===== src/rtl/ws2812_pkg.sv =====
// ws2812_pkg: constants and types shared by the WS2812 transmit and receive
// paths, so both ends agree on bit timing (100 MHz clock) and frame layout.
//   T0H / T1H      nominal high time of a 0 / 1 bit, in clock cycles
//   T_MIN_HIGH     shortest high pulse treated as a bit; shorter is a glitch
//   T_THRESH       high-time threshold: below = 0, at or above = 1
//   T_MAX_HIGH     high time above this is a protocol error
//   T_LATCH        low cycles that close a frame (50 us)
//   CNT_WIDTH      pulse counter width; must hold T_LATCH
//   BITS_PER_PIXEL GRB pixel size, MSB first
package ws2812_pkg;

  localparam int BITS_PER_PIXEL = 24;
  localparam int PX_COUNT_WIDTH = 6;
  localparam int T0H            = 40;
  localparam int T1H            = 80;
  localparam int T_MIN_HIGH     = 10;
  localparam int T_THRESH       = 60;
  localparam int T_MAX_HIGH     = 120;
  localparam int T_LATCH        = 5000;
  localparam int CNT_WIDTH      = 13;

  typedef enum logic [1:0] {
    ST_SYNC,  // waiting for the first latch gap; no bits accepted
    ST_IDLE,  // frame closed, line low
    ST_HIGH,  // measuring a high pulse
    ST_LOW    // inside a frame, measuring the low gap
  } rx_state_t;

endpackage


===== src/rtl/ws2812_pulse_meter.sv =====
// ws2812_pulse_meter: synchronises the raw WS2812 line and measures run
// lengths of the synchronised level.
//   clk, reset_n   system clock, asynchronous active-low reset
//   din            raw line, asynchronous to clk
//   rise / fall    one-cycle edge events on the synchronised line
//   width          on fall: number of cycles the line was high
//   long_high      one-cycle event when the high time exceeds T_MAX_HIGH
//   latch          one-cycle event when the line has been low T_LATCH cycles
// The counter restarts at 1 on every edge and saturates at all-ones, so each
// threshold event fires at most once per run.
module ws2812_pulse_meter #(
  parameter int CNT_WIDTH  = ws2812_pkg::CNT_WIDTH,
  parameter int T_MAX_HIGH = ws2812_pkg::T_MAX_HIGH,
  parameter int T_LATCH    = ws2812_pkg::T_LATCH
) (
  input  logic                 clk,
  input  logic                 reset_n,
  input  logic                 din,
  output logic                 rise,
  output logic                 fall,
  output logic [CNT_WIDTH-1:0] width,
  output logic                 long_high,
  output logic                 latch
);

  localparam logic [CNT_WIDTH-1:0] MAX_HIGH_C = CNT_WIDTH'(T_MAX_HIGH);
  localparam logic [CNT_WIDTH-1:0] LATCH_C    = CNT_WIDTH'(T_LATCH - 1);

  logic                 sync_q1;
  logic                 sync_q2;
  logic                 level_q;
  logic [CNT_WIDTH-1:0] cnt;

  // NOTE: all state uses non-blocking assignments so every flop samples the
  // pre-edge value of its neighbour; blocking here would collapse the
  // synchroniser into a single stage.
  always_ff @(posedge clk or negedge reset_n) begin
    if (!reset_n) begin
      sync_q1 <= 1'b0;
      sync_q2 <= 1'b0;
      level_q <= 1'b0;
      cnt     <= '0;
    end else begin
      sync_q1 <= din;
      sync_q2 <= sync_q1;
      level_q <= sync_q2;
      if (sync_q2 != level_q)
        cnt <= CNT_WIDTH'(1);
      else if (cnt != '1)
        cnt <= cnt + 1'b1;
    end
  end

  // cnt equals the number of cycles the previous level lasted when an edge
  // is seen, and the completed run length minus one while the level holds.
  assign rise      = sync_q2 & ~level_q;
  assign fall      = ~sync_q2 & level_q;
  assign width     = cnt;
  assign long_high = sync_q2 & level_q & (cnt == MAX_HIGH_C);
  assign latch     = ~sync_q2 & ~level_q & (cnt == LATCH_C);

endmodule


===== src/rtl/ws2812_rx.sv =====
// ws2812_rx: WS2812 single-wire receiver. Classifies pulse widths into bits,
// assembles GRB pixels MSB first and reports pixel index and frame ends.
//   clk, reset_n  system clock, asynchronous active-low reset
//   din           raw WS2812 line (asynchronous)
//   pixel         last assembled pixel, pixel_valid strobes when loaded
//   px_num        0-based index of the strobed pixel within the frame
//   frame_done    strobe on latch gap after at least one bit
//   frame_px      pixels in the completed frame (mod 2^PX_COUNT_WIDTH)
//   overflow      index wrapped this frame; cleared when the next frame starts
//   bit_err       strobe on over-long high pulse or partial pixel at latch
//   err_count     saturating bit_err count, only with WS2812_RX_ERRCNT_EN
module ws2812_rx #(
  parameter int BITS_PER_PIXEL = ws2812_pkg::BITS_PER_PIXEL,
  parameter int PX_COUNT_WIDTH = ws2812_pkg::PX_COUNT_WIDTH,
  parameter int T_MIN_HIGH     = ws2812_pkg::T_MIN_HIGH,
  parameter int T_THRESH       = ws2812_pkg::T_THRESH,
  parameter int T_MAX_HIGH     = ws2812_pkg::T_MAX_HIGH,
  parameter int T_LATCH        = ws2812_pkg::T_LATCH,
  parameter int CNT_WIDTH      = ws2812_pkg::CNT_WIDTH
) (
  input  logic                      clk,
  input  logic                      reset_n,
  input  logic                      din,
  output logic [BITS_PER_PIXEL-1:0] pixel,
  output logic                      pixel_valid,
  output logic [PX_COUNT_WIDTH-1:0] px_num,
  output logic                      frame_done,
  output logic [PX_COUNT_WIDTH-1:0] frame_px,
  output logic                      overflow,
  output logic                      bit_err
`ifdef WS2812_RX_ERRCNT_EN
  ,
  output logic [7:0]                err_count
`endif
);

  import ws2812_pkg::*;

  localparam int                   BC_W       = $clog2(BITS_PER_PIXEL);
  localparam logic [BC_W-1:0]      LAST_BIT   = BC_W'(BITS_PER_PIXEL - 1);
  localparam logic [CNT_WIDTH-1:0] MIN_HIGH_C = CNT_WIDTH'(T_MIN_HIGH);
  localparam logic [CNT_WIDTH-1:0] THRESH_C   = CNT_WIDTH'(T_THRESH);

  logic                      rise;
  logic                      fall;
  logic                      long_high;
  logic                      latch;
  logic [CNT_WIDTH-1:0]      width;

  rx_state_t                 state;
  logic                      from_low;   // context to return to after a glitch
  logic [BITS_PER_PIXEL-2:0] shreg;      // the newest bit completes the pixel
  logic [BC_W-1:0]           bit_cnt;
  logic [PX_COUNT_WIDTH-1:0] px_idx;
  logic                      bit_val;
  logic [BITS_PER_PIXEL-1:0] shreg_next;

  ws2812_pulse_meter #(
    .CNT_WIDTH  (CNT_WIDTH),
    .T_MAX_HIGH (T_MAX_HIGH),
    .T_LATCH    (T_LATCH)
  ) u_meter (
    .clk       (clk),
    .reset_n   (reset_n),
    .din       (din),
    .rise      (rise),
    .fall      (fall),
    .width     (width),
    .long_high (long_high),
    .latch     (latch)
  );

  assign bit_val    = (width >= THRESH_C);
  assign shreg_next = {shreg, bit_val};

  always_ff @(posedge clk or negedge reset_n) begin
    if (!reset_n) begin
      state       <= ST_SYNC;
      from_low    <= 1'b0;
      shreg       <= '0;
      bit_cnt     <= '0;
      px_idx      <= '0;
      pixel       <= '0;
      pixel_valid <= 1'b0;
      px_num      <= '0;
      frame_done  <= 1'b0;
      frame_px    <= '0;
      overflow    <= 1'b0;
      bit_err     <= 1'b0;
    end else begin
      // NOTE: strobes default low here so any branch that raises one yields
      // exactly a one-cycle pulse without per-branch clearing.
      pixel_valid <= 1'b0;
      frame_done  <= 1'b0;
      bit_err     <= 1'b0;

      case (state)
        ST_SYNC: begin
          if (latch)
            state <= ST_IDLE;
        end

        ST_IDLE: begin
          if (rise) begin
            state    <= ST_HIGH;
            from_low <= 1'b0;
            overflow <= 1'b0;   // a new frame starts
          end
        end

        ST_HIGH: begin
          if (long_high) begin
            bit_err <= 1'b1;
            shreg   <= '0;
            bit_cnt <= '0;
            px_idx  <= '0;
            state   <= ST_SYNC;
          end else if (fall) begin
            if (width < MIN_HIGH_C) begin
              state <= from_low ? ST_LOW : ST_IDLE;
            end else begin
              shreg <= shreg_next[BITS_PER_PIXEL-2:0];
              state <= ST_LOW;
              if (bit_cnt == LAST_BIT) begin
                pixel       <= shreg_next;
                pixel_valid <= 1'b1;
                px_num      <= px_idx;
                px_idx      <= px_idx + 1'b1;
                bit_cnt     <= '0;
                if (px_idx == '1)
                  overflow <= 1'b1;
              end else begin
                bit_cnt <= bit_cnt + 1'b1;
              end
            end
          end
        end

        ST_LOW: begin
          if (rise) begin
            state    <= ST_HIGH;
            from_low <= 1'b1;
          end else if (latch) begin
            frame_done <= 1'b1;
            frame_px   <= px_idx;
            bit_err    <= (bit_cnt != '0);
            shreg      <= '0;
            bit_cnt    <= '0;
            px_idx     <= '0;
            state      <= ST_IDLE;
          end
        end

        default: state <= ST_SYNC;
      endcase
    end
  end

`ifdef WS2812_RX_ERRCNT_EN
  always_ff @(posedge clk or negedge reset_n) begin
    if (!reset_n)
      err_count <= '0;
    else if (bit_err && (err_count != 8'hFF))
      err_count <= err_count + 8'd1;
  end
`endif

endmodule


===== config.mk =====
export PLATFORM = sky130hd
export DESIGN_NAME = ws2812_rx
export DESIGN_NICKNAME = d
export VERILOG_FILES = /design/src/rtl/ws2812_pkg.sv /design/src/rtl/ws2812_pulse_meter.sv /design/src/rtl/ws2812_rx.sv
export SDC_FILE = /design/constraint.sdc
export NUM_CORES = 1
export LEC_CHECK = 0
export CAP_MARGIN = 20
export CORE_MARGIN = 3
export CORE_UTILIZATION = 52
export CTS_CLUSTER_DIAMETER = 200
export DETAILED_ROUTE_END_ITERATION = 8
export GPL_TIMING_DRIVEN = 0
export PLACE_DENSITY_LB_ADDON = 0.1
export SLEW_MARGIN = 40
export SYNTH_ARGS = -nofsm -noshare
export SYNTH_HDL_FRONTEND = slang
export SYNTH_SLANG_ARGS = --single-unit
export TNS_END_PERCENT = 20

===== constraint.sdc =====
create_clock -name clk -period 2.56 [get_ports clk]
set_input_delay 0.256 -clock clk [delete_from_list [all_inputs] [get_ports clk]]
set_output_delay 0.256 -clock clk [all_outputs]
set_load 0.1 [all_outputs]

# Word-level counts from Yosys, hierarchy flattened

Index checks and enable logic that the tools add are counted.

Register bits after elaboration: 93
Bits in latches: 0
Bits in writable memories: 0
ROM bits: 0
Input bits: 3
Output and inout port bits: 40
Word-level logic and storage cells: 117
Memories kept: 0

$add $sub $neg: 3
$mul: 0
Div/mod/pow operators: 0
Magnitude comparators: 2
Equal/unequal tests: 21
Shift-type cells: 0
Mux-type cells: 51
Bitwise operators: 11
Reductions and logical operators: 13

Operators by type and width:

| kind                                                  | count |
|---|---|
| two-way mux 23 bit                                    | 5 |
| case mux 23 bit (2 select lines)                      | 1 |
| two-way mux 6 bit                                     | 6 |
| two-way mux 5 bit                                     | 6 |
| two-way mux 13 bit                                    | 2 |
| two-way mux 1 bit                                     | 18 |
| inequality test 2 bit (second input constant)         | 9 |
| two-way mux 2 bit                                     | 7 |
| adder 13 x 1 -> 13 bit (second input constant)        | 1 |
| == test 13 bit (second input constant)                | 1 |
| == test 13 x 7 -> 1 bit (second input constant)       | 1 |
| >= comparator 13 x 6 -> 1 bit (second input constant) | 1 |
| < comparator 13 x 4 -> 1 bit (second input constant)  | 1 |
| inequality test 13 bit (second input constant)        | 1 |
| case mux 6 bit (2 select lines)                       | 1 |
| case mux 5 bit (2 select lines)                       | 1 |
| AND reduction 5 bit                                   | 2 |
| inequality test 3 bit (second input constant)         | 3 |
| case mux 2 bit (4 select lines)                       | 1 |
| nonzero test 2 bit                                    | 4 |
| AND reduction 7 bit                                   | 1 |
| adder 6 x 1 -> 6 bit (second input constant)          | 1 |
| AND 1 bit                                             | 6 |
| == test 6 bit (second input constant)                 | 1 |
| other kinds (12)                                      | 20 |

# Longest topological paths before layout

Gate-level depths: netlist of run 1.

Word-level depth: 7
Depth in mapped cells: 9
Gate-level depth less buffers: 8

# Modules after synthesis

Synthesis of run 1 repeated with hierarchy kept, for this count alone.

Cells, all modules: 372
Area, all modules: 4,235.3 um^2

Modules (own cells, without submodules):

| module             | times used | cells each | area an instance (um^2) |
|---|---|---|---|
| ws2812_rx          | 1          | 280        | 3,352.0 |
| ws2812_pulse_meter | 1          | 92         | 883.3 |

# Worst setup path after synthesis of run 1

No wires, ideal clock.

Path kind: reg2reg
Start: register u_meter.cnt[1], in the netlist u_meter.width[1]
End: register frame_px[0]
Arrival time: 1.715 ns
Required time: 2.435 ns
Slack: 0.719 ns
Cell stages (with the launch flop): 6
Clock period less this slack: 1.841 ns
Path through: dfrtp_1 ha_1 nor4bb_1 nand4_1 nor3_2 mux2_2

Word-level cells in the longest chain between the ends: 3

RTL lines:

| what                                 | RTL line                 | source |
|---|---|---|
| start, declared                      | ws2812_pulse_meter.sv:32 | `logic [CNT_WIDTH-1:0] cnt;` |
| start signal, assigned               | ws2812_pulse_meter.sv:50 | `cnt <= cnt + 1'b1;` |
| == test 13 bit                       | ws2812_pulse_meter.sv:60 | `assign latch = ~sync_q2 & ~level_q & (cnt == LATCH_C);` |
| AND 1 bit                            | ws2812_pulse_meter.sv:60 |  |
| AND reduction 3 bit (no source line) | --                       |  |
| end signal, assigned                 | ws2812_rx.sv:145         | `frame_px <= px_idx;` |
| end, declared                        | ws2812_rx.sv:28          | `output logic [PX_COUNT_WIDTH-1:0] frame_px,` |

Every way passes these cells.
A chain may end at the register's enable or synchronous reset.

# Final worst setup path of run 1

Start: register u_meter.cnt[1], in the netlist u_meter.width[1]
End: register frame_px[5]

The elaborated chain is that of the path after synthesis.

==> results of run 1 <==
[state kept, by name (all words and copies together) (netlist names), 2 cells and up]
name / count
bit_cnt: 5
px_idx: 6
state: 2
frame_px: 6
pixel: 24
shreg: 23
u_meter.width: 13
px_num: 6
[worst paths after layout]
path	slack [ns]	cells after the start	to	from
min	0.35	1	u_meter.sync_q1$_DFF_PN0_	din
max reg2reg	0.42	5	frame_px[5]$_DFFE_PN0P_	u_meter.width[1]$_DFFE_PN0P_
min reg2reg	0.35	0	u_meter.sync_q2$_DFF_PN0_	u_meter.sync_q1$_DFF_PN0_
max	0.42	5	frame_px[5]$_DFFE_PN0P_	u_meter.width[1]$_DFFE_PN0P_
min in group asynchronous	0.36	2	pixel[7]$_DFFE_PN0P_	reset_n
max in group asynchronous	1.61	3	frame_px[5]$_DFFE_PN0P_	reset_n
[cell families (layout without fill, tap and decap cells)]
| group | Yosys count | in the layout | synth area share [%] |
|---|---|---|---|
| AND/OR/NAND/NOR | 214 | 214 | 23.8 |
| adder cells (fa/ha/maj) | 9 | 9 | 2.69 |
| multiplexers | 12 | 12 | 3.07 |
| flip-flops | 93 | 93 | 55.5 |
| buffers and inverters | 32 | 91 | 3.64 |
| XOR/XNOR | 8 | 8 | 1.67 |
| AO/OA/AOI/OAI | 62 | 62 | 9.64 |
[cell usage in the layout, fill, tap and decap left out, types with 3 or more instances in the layout]
cell type / netlist / final
o21a_1: 3 / 3
a21oi_1: 10 / 10
o21ai_0: 30 / 30
mux2i_1: 5 / 5
and4_1: 4 / 4
clkbuf_8: 0 / 9
nor3_1: 3 / 3
and2_1: 6 / 6
buf_2: 10 / 50
clkbuf_1: 3 / 4
ha_1: 9 / 9
nand4_1: 8 / 8
clkinvlp_4: 0 / 3
mux2_2: 7 / 7
dfrtp_1: 93 / 93
inv_1: 13 / 13
nand2_1: 139 / 139
or3_1: 4 / 4
buf_4: 3 / 3
nor2_1: 20 / 20
o21ai_1: 4 / 4
and3_1: 4 / 4
nand3_1: 9 / 9
xnor2_1: 6 / 6
[power groups by stage]
stage | clock network (mW) | logic, mW | registers (mW)
floorplan | 0 | 0.0502 | 1.52
global placement | 0 | 0.0933 | 1.53
detailed placement | 0 | 0.101 | 1.53
CTS | 0.991 | 0.103 | 1.50
global route | 1.05 | 0.116 | 1.50
finish | 0.977 | 0.0987 | 1.50
[per-layer routing]
| layer | part of all wire, % | global-route usage (%) | vias to the layer above |
|---|---|---|---|
| met2 | 46 | 30.5 | 61 |
| met5 | 0 | 0 | - |
| li1 | - | - | 1551 |
| met1 | 49 | 26.9 | 1491 |
| met3 | 3.8 | 3.75 | 10 |
| met4 | 1.1 | 5.33 | 0 |
[cell type report]
class / count / area (sq um)
fillers: 687 / 3000
well taps: 102 / 128
clock buffers: 10 / 128
repair buffers: 44 / 259
plain buffers: 18 / 100
clock inverters: 5 / 61.3
inverters: 14 / 52.6
multi-input cells: 305 / 1710
flip-flops and latches: 93 / 2330
[metrics by stage]
| stage | setup WS, ns | total power, mW | TNS (ns) | cell area [sq um] |
|---|---|---|---|---|
| 2_1_floorplan | 0.719 | 1.57 | 0 | 4190 |
| 3_3_place_gp | -2.17 | 1.62 | -200.84 | 4740 |
| 3_5_place_dp | 0.424 | 1.63 | 0 | 4570 |
| 4_1_cts | 0.399 | 2.59 | 0 | 4770 |
| 5_1_grt | 0.230 | 2.67 | 0 | 4770 |
| 6_report | 0.416 | 2.57 | 0 | 4770 |
==> results.toml, run 1 <==
[run]
cap_violations = 0

[worst_setup_path]
max_stage_delay_ns = 0.42
required_ns = 2.80
critPathKind = "flop to flop"
critical-path-slowest-cell = "nor3_2"
end_kind = "flop"
crit_chain = "ha_1 > nor4bb_1 > nand4_1 > nor3_2 > mux2_2"
worst-path-buf-inv = 0
crit_path_start_kind = "flop"
crit_fanout = 6
crit_family = "simple AND/OR/NAND/NOR gates"
critPathArrivalTime_ns = 2.39

[floorplanning]
ios = 43
die_x_um = 95.8
rows = 32
die_h_um = 95.8
core_area_sq_um = 7770
start_util_pct = 54.0
dieArea_sq_um = 9170

[power_and_ir_drop]
intPower_mw = 1.96
ir_drop_uv = 321
p_switching_mw = 0.609
p_seq_share_pct = 58.2
power_density_nw_per_um2 = 540
clkPwrFrac_pct = 38.0
swShare_pct = 23.7
comb_power_share_pct = 3.8
p_leak_nw = 2.39

[timing]
worstMarginPinSlew_ns = 0.676
maxSlewHeadroom_pct = 54.4
min_period_ns = 2.14
timing.hold.ws_ns = 0.345
fin_skew_ns = 0.0112
post-route-period-util_pct = 83.8
hold_viol_final = 0
setup_viol = 0
grt_setup_unrepaired = "no"
report.final.slew_viol_count = 0
fmax_mhz = 466

[grt]
grt_overflow = 0
grt_pass1_wl_um = 13900
grt_use_total_pct = 19.2
grt_max_degree = 54
antenna_found_initial = 0
grt_pass1_vias = 2986

[placement]
dp_hpwl_um = 5620
place_congestion = 0.868
portBuffers = 42
place_inst = 575

[hold_path]
hp-class = "input port to flop"

[layout]
antenna_cells = 0
instances_no_fill = 591
nets = 497
layout-drive-gt1-share_pct = 18.2
area_delta_synth_final_pct = 13.7
fin_util_pct = 61.4

[synth]
synthFlopType = "dfrtp_1"
postSynthAreaPerCell_sq_um = 9.75
synth.most_common_cell = "nand2_1"
synthArstFlopShare_pct = 100
synth.area.top_cells = "dfrtp_1, nand2_1, o21ai_0"
netlist_area_sq_um = 4190
syn-num-nets = 442
synth_edf_count = 0
synth_top_area_cell = "dfrtp_1"
netlist_instances = 430
ys_seq_area_share_pct = 55.5
ys_types = 51
ys_ff_latch = 93
yosys-top-cells-count = "nand2_1, dfrtp_1, o21ai_0"
synth_top_area_share_pct = 55.5
ys_warn_count = 0

[route]
viasPerCell = 5.27
first_iter_violations = 122
wl_per_cell_um = 13.7
drc = 0
drtPass1Iterations = 4
vias = 3113
postRouteAntennaNets = 0
drt_wl_total_um = 8110

[clock_tree]
cts_setup_buffers = 0
clk_latency_ns = 0.36
ctsResizeCount = 0
ctsHoldBuffers = 1
cts.sinks = 93
clockRootBuffer = "clkbuf_8"
htreeDepth = 3
clk_path_buf_depth = 2
cts_tree = "yes"
clk_pin_slew_worst_paths_ns = 0.09
cts_buffers = 9

[outcome]
status = "complete, no violations"
Power figures use the tool's default switching activity.
==> run 2, diff against run 1 <==
clock period = 2.04 ns   (was 2.56 ns; I/O delays follow)
==> results.toml, run 2 (synthesis gave the netlist of run 1 again) <==
[layout]
largest-register = "pixel"
antenna_cells = 0
area_delta_synth_final_pct = 17.2
nets = 505
instances_no_fill = 599
largest_reg_flops = 24
layout_commonest_cell = "nand2_1"
layout-drive-gt1-share_pct = 21.1
final_cell_mix = "nand2_1, dfrtp_1, buf_2"

[run]
cap_violations = 0

[timing]
post-route-period-util_pct = 96.2
report.final.slew_viol_count = 0
fmax_mhz = 510
min_period_ns = 1.96
fin_skew_ns = 0.0126
hold_viol_final = 0
maxSlewHeadroom_pct = 66.7
worstMarginPinSlew_ns = 0.503
grt_setup_unrepaired = "yes"
setup_viol = 0

[route]
viasPerCell = 5.20
postRouteAntennaNets = 0
drc = 0
drtPass1Iterations = 5
drt_wl_total_um = 8280
first_iter_violations = 164
wl_per_cell_um = 13.8
vias = 3117

[power_and_ir_drop]
swShare_pct = 23.6
p_switching_mw = 0.764
clkPwrFrac_pct = 37.6
comb_power_share_pct = 4.3
power_density_nw_per_um2 = 660
power.total_mw = 3.24
ir_drop_uv = 403
p_seq_share_pct = 58.1
intPower_mw = 2.48
p_leak_nw = 2.43

[grt]
grt_overflow = 0
grt_pass1_wl_um = 14000
antenna_found_initial = 0
grt_max_degree = 54
grt_pass1_vias = 2989
grt_use_total_pct = 19.3

[worst_setup_path]
critPathKind = "flop to flop"
crit_path_start_kind = "flop"
end_kind = "flop"
crit_fanout = 6
reg2reg_slack_ns = 0.08
required_ns = 2.27
crit_chain = "buf_4 > ha_4 > nor4bb_4 > nand4_1 > nor3_4 > mux2_2"
critical-path-slowest-cell = "mux2_2"
critPathArrivalTime_ns = 2.20
max_stage_delay_ns = 0.38

[placement]
portBuffers = 42
place_congestion = 0.868
place_inst = 575
dp_hpwl_um = 5620

[clock_tree]
clk_path_buf_depth = 2
cts_tree = "yes"
cts_buffers = 9
clk_latency_ns = 0.35
cts.sinks = 93
clockRootBuffer = "clkbuf_8"
clk_pin_slew_worst_paths_ns = 0.09
htreeDepth = 3

[hold_path]
hp-class = "input port to flop"

[floorplanning]
core_area_sq_um = 7770
ios = 43
die_h_um = 95.8
rows = 32
die_x_um = 95.8
start_util_pct = 54.0
dieArea_sq_um = 9170

[outcome]
status = "complete, no violations"
-- run 2: path summary, 6_finish.rpt --
| kind | startpoint | end | depth (start not counted) |
|---|---|---|---|
| max in group asynchronous | reset_n | frame_px[5]$_DFFE_PN0P_ | 3 |
| hold / removal | din | u_meter.sync_q1$_DFF_PN0_ | 1 |
| min in group asynchronous | reset_n | pixel[7]$_DFFE_PN0P_ | 2 |
| setup reg to reg | u_meter.width[0]$_DFFE_PN0P_ | frame_px[5]$_DFFE_PN0P_ | 6 |
| setup / recovery | u_meter.width[0]$_DFFE_PN0P_ | frame_px[5]$_DFFE_PN0P_ | 6 |
| hold reg to reg | u_meter.sync_q1$_DFF_PN0_ | u_meter.sync_q2$_DFF_PN0_ | 0 |
-- run 2: final cells by class --
class | count | area, sq um
Fill cell | 674 | 2860
Sequential cell | 93 | 2330
Multi-Input combinational cell | 305 | 1780
Timing Repair Buffer | 52 | 319
Clock buffer | 10 | 128
Tap cell | 102 | 128
Buffer | 18 | 114
Clock inverter | 5 | 61.3
Inverter | 14 | 55.1
-- run 2: repair_timing --
action,4_1_cts,5_1_grt
hold buffers,1,0
endpoints found under the hold margin,40,0
setup buffers,2,6
gates resized for setup,4,20
pin swaps,5,8
setup endpoints to repair,13,64
-- run 2: metrics by stage --
stage / setup slack (ns) / instance area [sq um] / hold WS (ns) / util (%) / setup TNS (ns)
5_1_grt: -0.0432 / 4910 / 0.293 / 63.2 / -0.635
3_3_place_gp: -2.63 / 4740 / 0.341 / 61.0 / -244.94
4_1_cts: -0.0168 / 4800 / 0.281 / 61.7 / -0.0320
3_5_place_dp: -0.0960 / 4570 / 0.144 / 58.8 / -0.576
6_report: 0.0781 / 4910 / 0.301 / 63.2 / 0
2_1_floorplan: 0.199 / 4190 / -0.0916 / - / 0
-- run 2: critical path: cells and delay by family, from the launching register on --
kind / cells / cell delay, ns
mux: 1 / 0.38
flops: 1 / 0.37
simple gates: 3 / 0.82
fa+ha+maj: 1 / 0.16
buf+inv: 1 / 0.13
-- run 2: routing by layer --
metal  track usage (%)  vias to the layer above  routed length (um)
li1                  -                     1572                   -
met5                 0                        -                   0
met2              30.6                       39                3890
met4              5.33                        0                  76
met1              27.1                     1498                4090
met3              3.75                        8                 219
-- run 2: power groups by stage --
| stage | clock, mW | sequential (mW) | combinational (mW) |
|---|---|---|---|
| 3_3_place_gp | 0 | 1.92 | 0.117 |
| 5_1_grt | 1.31 | 1.89 | 0.163 |
| 2_1_floorplan | 0 | 1.91 | 0.0630 |
| 4_1_cts | 1.24 | 1.88 | 0.130 |
| 3_5_place_dp | 0 | 1.92 | 0.126 |
| 6_report | 1.22 | 1.88 | 0.140 |
==> run 3, diff against run 2 <==
==> constraint.sdc (replaced) <==
create_clock -name clk -period 2.04 [get_ports clk]
set_input_delay 0.306 -clock clk [delete_from_list [all_inputs] [get_ports clk]]
set_output_delay 0.306 -clock clk [all_outputs]
set_load 0.1 [all_outputs]
==> results of run 3 <==
The final DEF is identical to that of run 2. Status: complete, no violations.
Among the figures that moved: hold slack 0.301 ns -> 0.352 ns; end point of the worst hold path u_meter.sync_q1$_DFF_PN0_ -> u_meter.sync_q2$_DFF_PN0_
